**src/rtl/bsg_mem_1rw_sync_mask_write_byte_arb.sv**
```systemverilog
// bsg_mem_1rw_sync_mask_write_byte_arb
//
// Arbitrates num_req_p requesters onto a single 1rw synchronous
// byte-masked memory port. At most one request is accepted per cycle.
// In IDLE, grants rotate round-robin starting after the last winner.
// A winner that raises lock_i keeps exclusive ownership (LOCKED) until it
// completes an access with lock_i low, or until it idles with lock_i low.
// A read granted in cycle N returns its data in cycle N+1, together with
// a one-hot response strobe for the requester that issued it.
//
// Optional build macro:
//   BSG_MEM_1RW_ARB_WRITE_ACK_EN - when defined, granted writes also return a
//   response strobe one cycle after the grant. When undefined, only reads
//   produce responses.

module bsg_mem_1rw_sync_mask_write_byte_arb #(
  parameter int num_req_p = 2,
  parameter int width_p   = 32,
  parameter int els_p     = 1024,
  localparam int addr_width_lp = (els_p > 1) ? $clog2(els_p) : 1,
  localparam int mask_width_lp = width_p / 8
) (
  input  logic                                 clk_i,
  input  logic                                 reset_n_i,

  input  logic [num_req_p-1:0]                 v_i,
  input  logic [num_req_p-1:0]                 w_i,
  input  logic [num_req_p-1:0]                 lock_i,
  input  logic [num_req_p*addr_width_lp-1:0]   addr_i,
  input  logic [num_req_p*width_p-1:0]         data_i,
  input  logic [num_req_p*mask_width_lp-1:0]   mask_i,
  output logic [num_req_p-1:0]                 yumi_o,

  output logic [num_req_p-1:0]                 resp_v_o,
  output logic [width_p-1:0]                   resp_data_o,

  output logic                                 mem_v_o,
  output logic                                 mem_w_o,
  output logic [addr_width_lp-1:0]             mem_addr_o,
  output logic [width_p-1:0]                   mem_data_o,
  output logic [mask_width_lp-1:0]             mem_w_mask_o,
  input  logic [width_p-1:0]                   mem_data_i
);

  localparam int idx_width_lp = (num_req_p > 1) ? $clog2(num_req_p) : 1;

  localparam logic [0:0] state_idle_lc   = 1'b0;
  localparam logic [0:0] state_locked_lc = 1'b1;

  localparam logic [idx_width_lp-1:0] last_reset_lc = idx_width_lp'(num_req_p - 1);

  // State registers and their next-state values
  logic [0:0]              state_q,  state_d;
  logic [idx_width_lp-1:0] last_q,   last_d;
  logic [idx_width_lp-1:0] owner_q,  owner_d;
  logic [num_req_p-1:0]    resp_v_q, resp_v_d;

  // Combinational arbitration results
  logic                     rr_found_s;
  logic [idx_width_lp-1:0]  rr_idx_s;
  logic                     grant_v_s;
  logic [idx_width_lp-1:0]  win_idx_s;
  logic [num_req_p-1:0]     yumi_s;
  logic                     win_w_s;
  logic                     win_lock_s;
  logic [addr_width_lp-1:0] win_addr_s;
  logic [width_p-1:0]       win_data_s;
  logic [mask_width_lp-1:0] win_mask_s;
  logic                     owner_v_s;
  logic                     owner_lock_s;
  logic                     resp_en_s;

  // Owner's request and lock lines, used to decide when a lock lapses
  assign owner_v_s    = v_i[owner_q];
  assign owner_lock_s = lock_i[owner_q];

  // Round-robin search: first valid requester above last_q, else first valid at or below it
  always_comb begin
    rr_found_s = 1'b0;
    rr_idx_s   = '0;
    for (int j = 0; j < num_req_p; j++) begin
      rr_idx_s   = (!rr_found_s && v_i[j] && (j > int'(last_q))) ? idx_width_lp'(j) : rr_idx_s;
      rr_found_s = rr_found_s | (v_i[j] && (j > int'(last_q)));
    end
    for (int j = 0; j < num_req_p; j++) begin
      rr_idx_s   = (!rr_found_s && v_i[j] && (j <= int'(last_q))) ? idx_width_lp'(j) : rr_idx_s;
      rr_found_s = rr_found_s | (v_i[j] && (j <= int'(last_q)));
    end
  end

  // Pick the winner: round-robin when idle, only the owner while locked; nothing in reset
  always_comb begin
    grant_v_s = 1'b0;
    win_idx_s = '0;
    case (state_q)
      state_idle_lc: begin
        grant_v_s = rr_found_s;
        win_idx_s = rr_idx_s;
      end
      state_locked_lc: begin
        grant_v_s = owner_v_s;
        win_idx_s = owner_q;
      end
      default: begin
        grant_v_s = 1'b0;
        win_idx_s = '0;
      end
    endcase
    grant_v_s = grant_v_s & reset_n_i;
  end

  // Decode the winner into the one-hot accept strobe and steer its request fields
  always_comb begin
    yumi_s     = '0;
    win_w_s    = 1'b0;
    win_lock_s = 1'b0;
    win_addr_s = '0;
    win_data_s = '0;
    win_mask_s = '0;
    for (int j = 0; j < num_req_p; j++) begin
      if (win_idx_s == idx_width_lp'(j)) begin
        yumi_s[j]  = grant_v_s;
        win_w_s    = w_i[j];
        win_lock_s = lock_i[j];
        win_addr_s = addr_i[j*addr_width_lp +: addr_width_lp];
        win_data_s = data_i[j*width_p +: width_p];
        win_mask_s = mask_i[j*mask_width_lp +: mask_width_lp];
      end else begin
        yumi_s[j]  = 1'b0;
      end
    end
  end

`ifdef BSG_MEM_1RW_ARB_WRITE_ACK_EN
  // Every granted access, read or write, is acknowledged
  assign resp_en_s = 1'b1;
`else
  // Only reads return a response
  assign resp_en_s = ~win_w_s;
`endif

  // Next-state logic for the lock FSM, round-robin pointer and response pipeline
  always_comb begin
    state_d  = state_q;
    owner_d  = owner_q;
    last_d   = last_q;
    resp_v_d = '0;

    if (grant_v_s) begin
      last_d = win_idx_s;
    end else begin
      last_d = last_q;
    end

    case (state_q)
      state_idle_lc: begin
        if (grant_v_s && win_lock_s) begin
          state_d = state_locked_lc;
          owner_d = win_idx_s;
        end else begin
          state_d = state_idle_lc;
        end
      end
      state_locked_lc: begin
        if (grant_v_s && !win_lock_s) begin
          state_d = state_idle_lc;
        end else if (!owner_v_s && !owner_lock_s) begin
          state_d = state_idle_lc;
        end else begin
          state_d = state_locked_lc;
        end
      end
      default: begin
        state_d = state_idle_lc;
      end
    endcase

    if (resp_en_s) begin
      resp_v_d = yumi_s;
    end else begin
      resp_v_d = '0;
    end
  end

  // Arbiter state; reset drops any in-flight response and restores requester 0 priority
  always_ff @(posedge clk_i or negedge reset_n_i) begin
    if (!reset_n_i) begin
      state_q  <= state_idle_lc;
      last_q   <= last_reset_lc;
      owner_q  <= '0;
      resp_v_q <= '0;
    end else begin
      state_q  <= state_d;
      last_q   <= last_d;
      owner_q  <= owner_d;
      resp_v_q <= resp_v_d;
    end
  end

  assign yumi_o       = yumi_s;
  assign mem_v_o      = |yumi_s;
  assign mem_w_o      = win_w_s;
  assign mem_addr_o   = win_addr_s;
  assign mem_data_o   = win_data_s;
  assign mem_w_mask_o = win_mask_s;

  assign resp_v_o     = resp_v_q;
  assign resp_data_o  = mem_data_i;

endmodule

```
**config.mk**
```make
export PLATFORM = sky130hd
export DESIGN_NAME = bsg_mem_1rw_sync_mask_write_byte_arb
export DESIGN_NICKNAME = d
export VERILOG_FILES = /design/src/rtl/bsg_mem_1rw_sync_mask_write_byte_arb.sv
export SDC_FILE = /design/constraint.sdc
export NUM_CORES = 1
export LEC_CHECK = 0
export BUFFER_PORTS_ARGS = -buffer_cell sky130_fd_sc_hd__buf_2
export CORE_AREA = 2 2 84 86
export CTS_CLUSTER_DIAMETER = 120
export DETAILED_ROUTE_END_ITERATION = 6
export DIE_AREA = 0 0 86 88
export GPL_TIMING_DRIVEN = 0
export HOLD_SLACK_MARGIN = 0.08
export PLACE_DENSITY = 0.64
export SKIP_CTS_REPAIR_TIMING = 1
export SLEW_MARGIN = 25
export SYNTH_ARGS = -nofsm -noshare
export SYNTH_HDL_FRONTEND = slang
export SYNTH_SLANG_ARGS = --single-unit
```
**constraint.sdc**
```tcl
create_clock -name clk_i -period 1.6 [get_ports clk_i]
set_input_delay 0.16 -clock clk_i [delete_from_list [all_inputs] [get_ports clk_i]]
set_output_delay 0.16 -clock clk_i [all_outputs]
set_load 0.05 [all_outputs]
```
# Word level (Yosys, flattened, before mapping)
# Index checks and enable logic that the tools add are counted.
# word_totals
ff_bits	5
in_bits	132
output_inout_bits	84
# classes
n_lt_le_gt_ge	3
muxes	21
bitwise	4
reduce_logical	15
# op_table
cell	count
two-way mux 32 bit	1
two-way mux 1 bit	14
two-way mux 10 bit	1
logical AND 1 bit	8
one-hot mux 1 bit (2 select lines)	3
zero test 1 bit	5
two-way mux 4 bit	1
< comparator 1 x 2 -> 1 bit, second input constant	1
two-way mux 2 bit	1
bitwise OR 1 bit	2
AND reduction 2 bit	1
OR reduction 2 bit	1
AND 1 bit	1
> comparator 1 bit, first input constant	1
<= comparator 1 bit, first input constant	1
NOT 1 bit	1

# Logic depth before layout (Yosys ltp)
# Gate-level depths: netlist of the first run.
# logic_depth
word_depth	13
mapped_depth	5
ltp_nobuf	4

# Least setup slack after synthesis of the first run
# OpenSTA, ideal clock, no wires.
# synth_timing
path_type	register -> output
startpoint	register last_q
endpoint	output port mem_data_o[13]
arrival_time_ns	1.580
t_required_ns	1.440
setup_slack_ns	-0.140
path_stages_with_launch	5
cell_sequence	dfstp_2 -> nand2_1 -> a31oi_4 -> buf_4 -> mux2_2
# synth_via
elab_chain_cells	9
word_cells_on_any_way	14
classes_between	2 x order compare; 5 x mux; 1 x bitwise; 6 x reduce/logical
# synth_lines
element	line	rtl
from (decl)	54	logic [idx_width_lp-1:0] last_q, last_d;
from (signal assigned)	189	last_q <= last_reset_lc;
from (signal assigned)	194	last_q <= last_d;
> comparator 1 bit	82, 83	
logical AND 1 bit	82, 83	
bitwise OR 1 bit	87	rr_found_s = rr_found_s | (v_i[j] && (j <= int'(last_q)));
zero test 1 bit	86	rr_idx_s = (!rr_found_s && v_i[j] && (j <= int'(last_q))) ? idx_width_lp'(j) : rr_idx_s;
logical AND 1 bit (2 in series)	86	
two-way mux 1 bit (*)	86	
one-hot mux 1 bit (2 select lines) (*)	95	case (state_q)
two-way mux 32 bit (*)	121	if (win_idx_s == idx_width_lp'(j)) begin
to (decl)	40	output logic [width_p-1:0] mem_data_o,
# Mark *: on every way between the ends. The rest lies on a longest branch, timed or not.

# Worst setup path after layout of the first run
# layout_timing
startpoint	register state_q
endpoint	output port mem_data_o[4]
# layout_via
elab_chain_cells	3
# layout_lines
element	line	rtl
from (decl)	53	logic [0:0] state_q, state_d;
from (signal assigned)	188	state_q <= state_idle_lc;
from (signal assigned)	193	state_q <= state_d;
NOT 1 bit	--	
one-hot mux 1 bit (2 select lines) (*)	95	
two-way mux 32 bit (*)	121	
# Marks and branches as above.

==> results of run 1 <==
==> cells in the mapped netlist, drive strengths merged <==
cell type	number	area [um^2]
a32o	1	10.01
nor3b	1	7.510
a21oi	1	5.000
buf	37	292.8
o221a	1	11.26
dfstp	1	26.28
nor2	3	11.26
inv	1	3.750
mux2i	1	10.01
o211ai	1	7.510
nand2	2	7.510
and2b	1	7.510
o21ai	2	10.01
nor2b	2	20.02
dfrtp	4	100.1
a21boi	1	7.510
and2	2	17.52
mux2	47	529.3
or2	1	6.260
nor3	1	5.000
a31oi	1	21.27
==> worst paths after layout <==
| path | to | slack (ns) | depth (start not counted) |
|---|---|---|---|
| setup / recovery | mem_data_o[4] | -0.35 | 6 |
| hold / removal | resp_v_o[1]$_DFF_PN0_ | 0.11 | 2 |
| setup reg to reg | owner_q$_DFFE_PN0P_ | 0.07 | 5 |
| hold reg to reg | last_q$_DFFE_PN1P_ | 0.51 | 2 |
| max in group asynchronous | last_q$_DFFE_PN1P_ | 0.97 | 2 |
| min in group asynchronous | resp_v_o[0]$_DFF_PN0_ | 0.38 | 2 |
==> flip-flops by register name, indices dropped and copies added, names as in the netlist <==
| register | count |
|---|---|
| resp_v_o | 2 |
| owner_q | 1 |
| last_q | 1 |
| state_q | 1 |
==> final cells by class <==
type	count	area (um^2)
fill	664	3930
inverter	1	3.754
multi-input combinational	69	807.0
clock buffer	4	45.04
timing repair buffer	188	1290
buffer	37	340.3
sequential	5	127.6
tap	80	100.1
==> through the flow <==
| step | setup WS, ns | power (mW) | util, % | instances | hold slack (ns) |
|---|---|---|---|---|---|
| floorplan | -0.05650 | 3.235 | - | 112 | -0.1356 |
| global placement | -0.2942 | 3.858 | 33.86 | 375 | -0.002183 |
| detailed placement | -0.2978 | 3.891 | 33.86 | 375 | -0.001308 |
| CTS | -0.5402 | 4.134 | 34.54 | 379 | -0.2339 |
| global route | -0.3923 | 5.187 | 40.85 | 384 | 0.1186 |
| finish | -0.3451 | 5.009 | 40.85 | 384 | 0.1104 |
==> critical path: stages (launching register included) <==
cell	delay [ns]
dfrtp_2	0.43
and2_4	0.15
a31oi_4	0.16
buf_12	0.16
buf_12	0.14
mux2_2	0.36
buf_6	0.16
==> cell families after synthesis <==
kind of cell	after synthesis
buffers and inverters	38
muxes	48
and+or+nand+nor	13
DFF	5
AOI/OAI and AO/OA	8
==> routing by layer <==
layer  share of wire (%)  vias to the layer above
met5                   0                        -
met4                0.50                        0
met3                 9.0                        4
met2                  61                       99
met1                  30                      697
li1                    -                      750
==> power by group <==
part,internal [mW],switching (mW),total [mW]
clock network,0.171,0.0648,0.236
registers,0.185,0.0431,0.228
logic,2.02,2.53,4.54
total,2.37,2.64,5.01
==> reports/qor.json, run 1 <==
{
  "status": {"value": "finished, violations left"},
  "failed_checks": {"value": "negative setup slack"},
  "synth_simple_gate_area_share": {"value": 7.391, "unit": "%"},
  "worst_ep_arrival_time": {"value": 1.79, "unit": "ns"},
  "finalSetupTns": {"value": -14.77, "unit": "ns"},
  "worst_ir_drop_vdd": {"value": 0.7172, "unit": "mV"},
  "fp.coreArea": {"value": 6644, "unit": "um^2"},
  "grt_util_met2": {"value": 19.10, "unit": "%"},
  "post_synth_mux_area_share": {"value": 48.26, "unit": "%"},
  "routed_wire_length_per_instance": {"value": 12.52, "unit": "um"},
  "tritoncts_clock_tree": {"value": "done"},
  "max_cap_violations": {"value": 0},
  "cts.root.buffer_cell": {"value": "clkbuf_8"},
  "hold_path_startpoint": {"value": "w_i[1]"},
  "final_common_cell": {"value": "buf_2"},
  "synth-xor-area-share": {"value": 0, "unit": "%"},
  "final_hold_viol_count": {"value": 0},
  "die_h": {"value": 88, "unit": "um"},
  "remaining_drc_errors": {"value": 0},
  "place_congestion": {"value": 0.6724},
  "critical_path.reg2reg.startpoint": {"value": "owner_q$_DFFE_PN0P_"},
  "drtAntennaViolNets": {"value": 0},
  "synth_cell_types": {"value": 23},
  "worstHoldPathType": {"value": "in2reg"},
  "synth_top_family_by_area": {"value": "multiplexers"},
  "net_count_after_synthesis": {"value": 244},
  "routed_via_density": {"value": 4.036},
  "syn_area": {"value": 1117, "unit": "um^2"},
  "via_count": {"value": 1550},
  "power_per_cell_area": {"value": 1846, "unit": "nW/um^2"},
  "placedInstanceArea": {"value": 2250, "unit": "um^2"},
  "synth-compound-area-share": {"value": 6.495, "unit": "%"},
  "grt.overflow.total": {"value": 0},
  "setup.worst_path.start": {"value": "state_q$_DFF_PN0_"},
  "flow.area_growth_from_synthesis": {"value": 142.9, "unit": "%"},
  "pin_count": {"value": 216},
  "syn_inst": {"value": 112},
  "static-leakage-power": {"value": 1.536, "unit": "nW"},
  "fp-row-count": {"value": 30},
  "cp_data_required_time": {"value": 1.44, "unit": "ns"},
  "finalSetupViolations": {"value": 50},
  "die_w": {"value": 86, "unit": "um"},
  "antenna_cells": {"value": 0},
  "starting_density": {"value": 16.82, "unit": "%"},
  "yosys_warnings": {"value": 0},
  "groute.layer.met3.usage": {"value": 1.225, "unit": "%"},
  "max_slew_margin": {"value": 82.85, "unit": "%"},
  "grt_pass1_vias": {"value": 1246},
  "track_usage": {"value": 8.851, "unit": "%"},
  "io_buffer_count": {"value": 183},
  "post_synth_fa_ha_maj_area_fraction": {"value": 0, "unit": "%"},
  "grt.busiest_layer": {"value": "met2"},
  "clk_transition_reported_paths": {"value": 0.04, "unit": "ns"},
  "global_route.usage.met1": {"value": 8.596, "unit": "%"},
  "tightestPinTransition": {"value": 0.2590, "unit": "ns"},
  "dieArea": {"value": 7568, "unit": "um^2"},
  "final_nets": {"value": 437},
  "setup.worst_path.start_class": {"value": "register"},
  "drive_gt1_share": {"value": 93.09, "unit": "%"},
  "timing.final.max_slew_violations": {"value": 0},
  "critical_path_peak_fanout": {"value": 10},
  "crit_path_end_kind": {"value": "primary output"},
  "postLayoutSetupSlackWorst": {"value": -0.3451, "unit": "ns"},
  "ys_seq_elements": {"value": 5},
  "clk_latency": {"value": 0.22, "unit": "ns"},
  "cts_h_tree_depth": {"value": 1},
  "grt_first_pass_wirelength": {"value": 5485, "unit": "um"},
  "setup.worst_path.class": {"value": "reg2out"},
  "drt_iter0_drc": {"value": 12},
  "cts_buffers": {"value": 3},
  "cts.sink_count": {"value": 5},
  "rsz0062_at_grt": {"value": "yes"},
  "timing.fmax": {"value": 514.1, "unit": "MHz"},
  "final.setup_skew": {"value": 0.001480, "unit": "ns"},
  "firstDrtPassIters": {"value": 4},
  "synth.avg_cell_area": {"value": 9.976, "unit": "um^2"},
  "finish.instance_area": {"value": 2714, "unit": "um^2"},
  "layout.cells.most_common_list": {"value": "buf_2, buf_6, buf_4"},
  "detail_route.wirelength": {"value": 4808, "unit": "um"},
  "antenna_found_initial": {"value": 0},
  "dp_hpwl": {"value": 3899, "unit": "um"},
  "post-route-min-period": {"value": 1.945, "unit": "ns"},
  "share_of_the_clock_period_used_by_the_worst_path": {"value": 121.6, "unit": "%"},
  "grt_start_max_net_pins": {"value": 11},
  "maximum_clock_path_buffer_count": {"value": 2},
  "ys_seq_area_share": {"value": 11.31, "unit": "%"}
}
(Power assumes the default switching activity.)
==> run 2: changes to the inputs <==
--- a/config.mk
+++ b/config.mk
@@ -5,14 +5,14 @@
 export SDC_FILE = /design/constraint.sdc
 export NUM_CORES = 1
 export LEC_CHECK = 0
-export BUFFER_PORTS_ARGS = -buffer_cell sky130_fd_sc_hd__buf_2
-export CORE_AREA = 2 2 84 86
+export CORE_AREA = 2 2 83 85
 export CTS_CLUSTER_DIAMETER = 120
 export DETAILED_ROUTE_END_ITERATION = 6
-export DIE_AREA = 0 0 86 88
+export DIE_AREA = 0 0 85 87
+export DONT_BUFFER_PORTS = 1
 export GPL_TIMING_DRIVEN = 0
 export HOLD_SLACK_MARGIN = 0.08
-export PLACE_DENSITY = 0.64
+export PLACE_DENSITY = 0.36
 export SKIP_CTS_REPAIR_TIMING = 1
 export SLEW_MARGIN = 25
 export SYNTH_ARGS = -nofsm -noshare
==> reports/qor.json, run 2 (synthesis gave the netlist of run 1 again) <==
{
  "placedInstanceArea": {"value": 1334, "unit": "um^2", "change": "was 2250 um^2"},
  "drtAntennaViolNets": {"value": 0, "change": "unchanged"},
  "rsz0062_at_grt": {"value": "yes", "change": "unchanged"},
  "postLayoutSetupSlackWorst": {"value": -0.2504, "unit": "ns", "change": "was -0.3451 ns"},
  "pin_count": {"value": 216, "change": "unchanged"},
  "post-route-util": {"value": 23.87, "unit": "%", "change": "was 40.85%"},
  "timing.final.max_slew_violations": {"value": 0, "change": "unchanged"},
  "final_cells": {"value": 202, "change": "was 384"},
  "cts_buffers": {"value": 3, "change": "unchanged"},
  "grt.overflow.total": {"value": 0, "change": "unchanged"},
  "max_cap_violations": {"value": 0, "change": "unchanged"},
  "critical_path_buf_inv_count": {"value": 2, "change": "was 3"},
  "setup.worst_path.start": {"value": "state_q$_DFF_PN0_", "change": "unchanged"},
  "crit_path_end_kind": {"value": "primary output", "change": "unchanged"},
  "cts.sink_count": {"value": 5, "change": "unchanged"},
  "io_buffer_count": {"value": 0, "change": "was 183"},
  "largest_reg_flops": {"value": 2, "change": "unchanged"},
  "critical_path_peak_fanout": {"value": 10, "change": "unchanged"},
  "drt_iter0_drc": {"value": 22, "change": "was 12"},
  "finish.instance_area": {"value": 1568, "unit": "um^2", "change": "was 2714 um^2"},
  "static-leakage-power": {"value": 0.7977, "unit": "nW", "change": "was 1.536 nW"},
  "crit_top_cell": {"value": "buf_12", "change": "unchanged"},
  "final_common_cell": {"value": "mux2_4", "change": "was buf_2"},
  "finalSetupViolations": {"value": 53, "change": "was 50"},
  "r2r_setup_slack": {"value": -0.12, "unit": "ns", "change": "was 0.07 ns"},
  "failed_checks": {"value": "negative setup slack", "change": "unchanged"},
  "worstHoldPathType": {"value": "in2reg", "change": "unchanged"},
  "critical_path.endpoint": {"value": "mem_data_o[21]", "change": "was mem_data_o[4]"},
  "worst_r2r_endpoint": {"value": "owner_q$_DFFE_PN0P_", "change": "unchanged"},
  "report.power.total": {"value": 4.095, "unit": "mW", "change": "was 5.009 mW"},
  "wl_met1": {"value": 1186, "unit": "um", "change": "was 1426 um"},
  "cp_slowest_stage_delay": {"value": 0.44, "unit": "ns", "change": "was 0.43 ns"},
  "cp_data_required_time": {"value": 1.44, "unit": "ns", "change": "about the same"},
  "antenna_cells": {"value": 0, "change": "unchanged"},
  "clk_latency": {"value": 0.22, "unit": "ns", "change": "about the same"},
  "placed_cells": {"value": 192, "change": "was 375"},
  "cts.root.buffer_cell": {"value": "clkbuf_8", "change": "unchanged"},
  "post-route-min-period": {"value": 1.850, "unit": "ns", "change": "was 1.945 ns"},
  "place_congestion": {"value": 0.6881, "change": "was 0.6724"},
  "remaining_drc_errors": {"value": 0, "change": "unchanged"},
  "layout.cells.most_common_list": {"value": "mux2_4, buf_4, buf_12", "change": "was buf_2, buf_6, buf_4"},
  "maximum_clock_path_buffer_count": {"value": 2, "change": "unchanged"},
  "grt_start_max_net_pins": {"value": 11, "change": "unchanged"},
  "flow.area_growth_from_synthesis": {"value": 40.31, "unit": "%", "change": "was 142.9%"},
  "setup.worst_path.start_class": {"value": "register", "change": "unchanged"},
  "share_of_the_clock_period_used_by_the_worst_path": {"value": 115.6, "unit": "%", "change": "was 121.6%"},
  "critical_path.reg2reg.startpoint": {"value": "state_q$_DFF_PN0_", "change": "was owner_q$_DFFE_PN0P_"},
  "routed_via_density": {"value": 4.584, "change": "was 4.036"},
  "dieArea": {"value": 7395, "unit": "um^2", "change": "was 7568 um^2"},
  "detail_route.wirelength": {"value": 3712, "unit": "um", "change": "was 4808 um"},
  "finalSetupTns": {"value": -12.07, "unit": "ns", "change": "was -14.77 ns"},
  "critical-path-top-delay-family": {"value": "flip-flops", "change": "was buffers and inverters"},
  "final_hold_viol_count": {"value": 0, "change": "unchanged"},
  "via_count": {"value": 926, "change": "was 1,550"},
  "starting_density": {"value": 17.01, "unit": "%", "change": "was 16.82%"},
  "final.setup_skew": {"value": 0.003458, "unit": "ns", "change": "was 0.001480 ns"},
  "critical_path.cell_chain": {"value": "and2_4 -> a31oi_4 -> buf_12 -> buf_12 -> mux2_4", "change": "was and2_4 -> a31oi_4 -> buf_12 -> buf_12 -> mux2_2 -> buf_6"},
  "dr_wl_met2": {"value": 2073, "unit": "um", "change": "was 2924 um"},
  "die_h": {"value": 87, "unit": "um", "change": "was 88 um"},
  "grt_pass1_vias": {"value": 847, "change": "was 1,246"},
  "antenna_found_initial": {"value": 0, "change": "unchanged"},
  "die_w": {"value": 85, "unit": "um", "change": "was 86 um"},
  "clk_transition_reported_paths": {"value": 0.04, "unit": "ns", "change": "about the same"},
  "r2r_cells": {"value": 4, "change": "was 5"},
  "grt_first_pass_wirelength": {"value": 4478, "unit": "um", "change": "was 5485 um"},
  "firstDrtPassIters": {"value": 5, "change": "was 4"},
  "timing.critical_path.depth": {"value": 5, "change": "was 6"},
  "worst_ir_drop_vdd": {"value": 0.7808, "unit": "mV", "change": "was 0.7172 mV"},
  "critPathSlowestCell": {"value": "dfrtp_2", "change": "unchanged"},
  "route.met3.wl": {"value": 417, "unit": "um", "change": "was 432 um"},
  "power_per_cell_area": {"value": 2612, "unit": "nW/um^2", "change": "was 1846 nW/um^2"},
  "cts_h_tree_depth": {"value": 1, "change": "unchanged"},
  "timing.fmax": {"value": 540.4, "unit": "MHz", "change": "was 514.1 MHz"},
  "fp.coreArea": {"value": 6569, "unit": "um^2", "change": "was 6644 um^2"},
  "max_slew_margin": {"value": 69.19, "unit": "%", "change": "was 82.85%"},
  "worst_ep_arrival_time": {"value": 1.69, "unit": "ns", "change": "was 1.79 ns"},
  "status": {"value": "finished, violations left", "change": "unchanged"},
  "final_nets": {"value": 255, "change": "was 437"},
  "tritoncts_clock_tree": {"value": "done", "change": "unchanged"},
  "drive_gt1_share": {"value": 83.61, "unit": "%", "change": "was 93.09%"},
  "highest_layer": {"value": "met4", "change": "unchanged"},
  "fp-row-count": {"value": 30, "change": "unchanged"},
  "track_usage": {"value": 7.870, "unit": "%", "change": "was 8.851%"},
  "routed_wire_length_per_instance": {"value": 18.38, "unit": "um", "change": "was 12.52 um"},
  "dp_hpwl": {"value": 3300, "unit": "um", "change": "was 3899 um"},
  "setup.worst_path.class": {"value": "reg2out", "change": "unchanged"},
  "tightestPinTransition": {"value": 0.4625, "unit": "ns", "change": "was 0.2590 ns"}
}
[run 2: changes by cell type in the layout (fill, tap and decap cells not counted), sizes merged]
cell / change
dlygate4sd3: +1
buf: -183
[run 2: where the power goes]
part           switching (mW)  leakage, nW  internal (mW)
registers              0.0771       0.0616          0.185
clock network          0.0636       0.0228          0.171
logic                    2.29        0.713           1.31
[run 2: how the worst min path moves through the flow]
stage / to / slack, ns / startpoint / cells past startpoint
global placement: resp_v_o[1]$_DFF_PN0_ / -0.14 / reset_n_i / 0
floorplan: owner_q$_DFFE_PN0P_ / -0.14 / reset_n_i / 0
CTS: owner_q$_DFFE_PN0P_ / -0.37 / reset_n_i / 0
finish: owner_q$_DFFE_PN0P_ / 0.12 / lock_i[1] / 1
global route: owner_q$_DFFE_PN0P_ / 0.11 / lock_i[1] / 1
detailed placement: resp_v_o[1]$_DFF_PN0_ / -0.14 / reset_n_i / 0
[run 2: metal layers]
layer | vias to the layer above | GRT usage (%)
met5 | - | 0
met4 | 0 | 2.165
met3 | 5 | 2.370
met2 | 117 | 15.91
met1 | 421 | 7.622
li1 | 383 | -
[run 2: stage by stage]
step / hold WS (ns) / setup slack [ns]
global placement: -0.1353 / -0.2444
finish: 0.1169 / -0.2504
detailed placement: -0.1354 / -0.2459
CTS: -0.3724 / -0.4932
global route: 0.1089 / -0.3061
floorplan: -0.1356 / -0.05650
[run 2: layout make-up]
| class | instances | area (um^2) |
|---|---|---|
| clock buffers | 4 | 45.04 |
| flip-flops and latches | 5 | 127.6 |
| well taps | 80 | 100.1 |
| multi-input cells | 69 | 888.4 |
| fillers | 681 | 5001 |
| plain buffers | 37 | 340.3 |
| repair buffers | 6 | 62.56 |
| inverters | 1 | 3.754 |
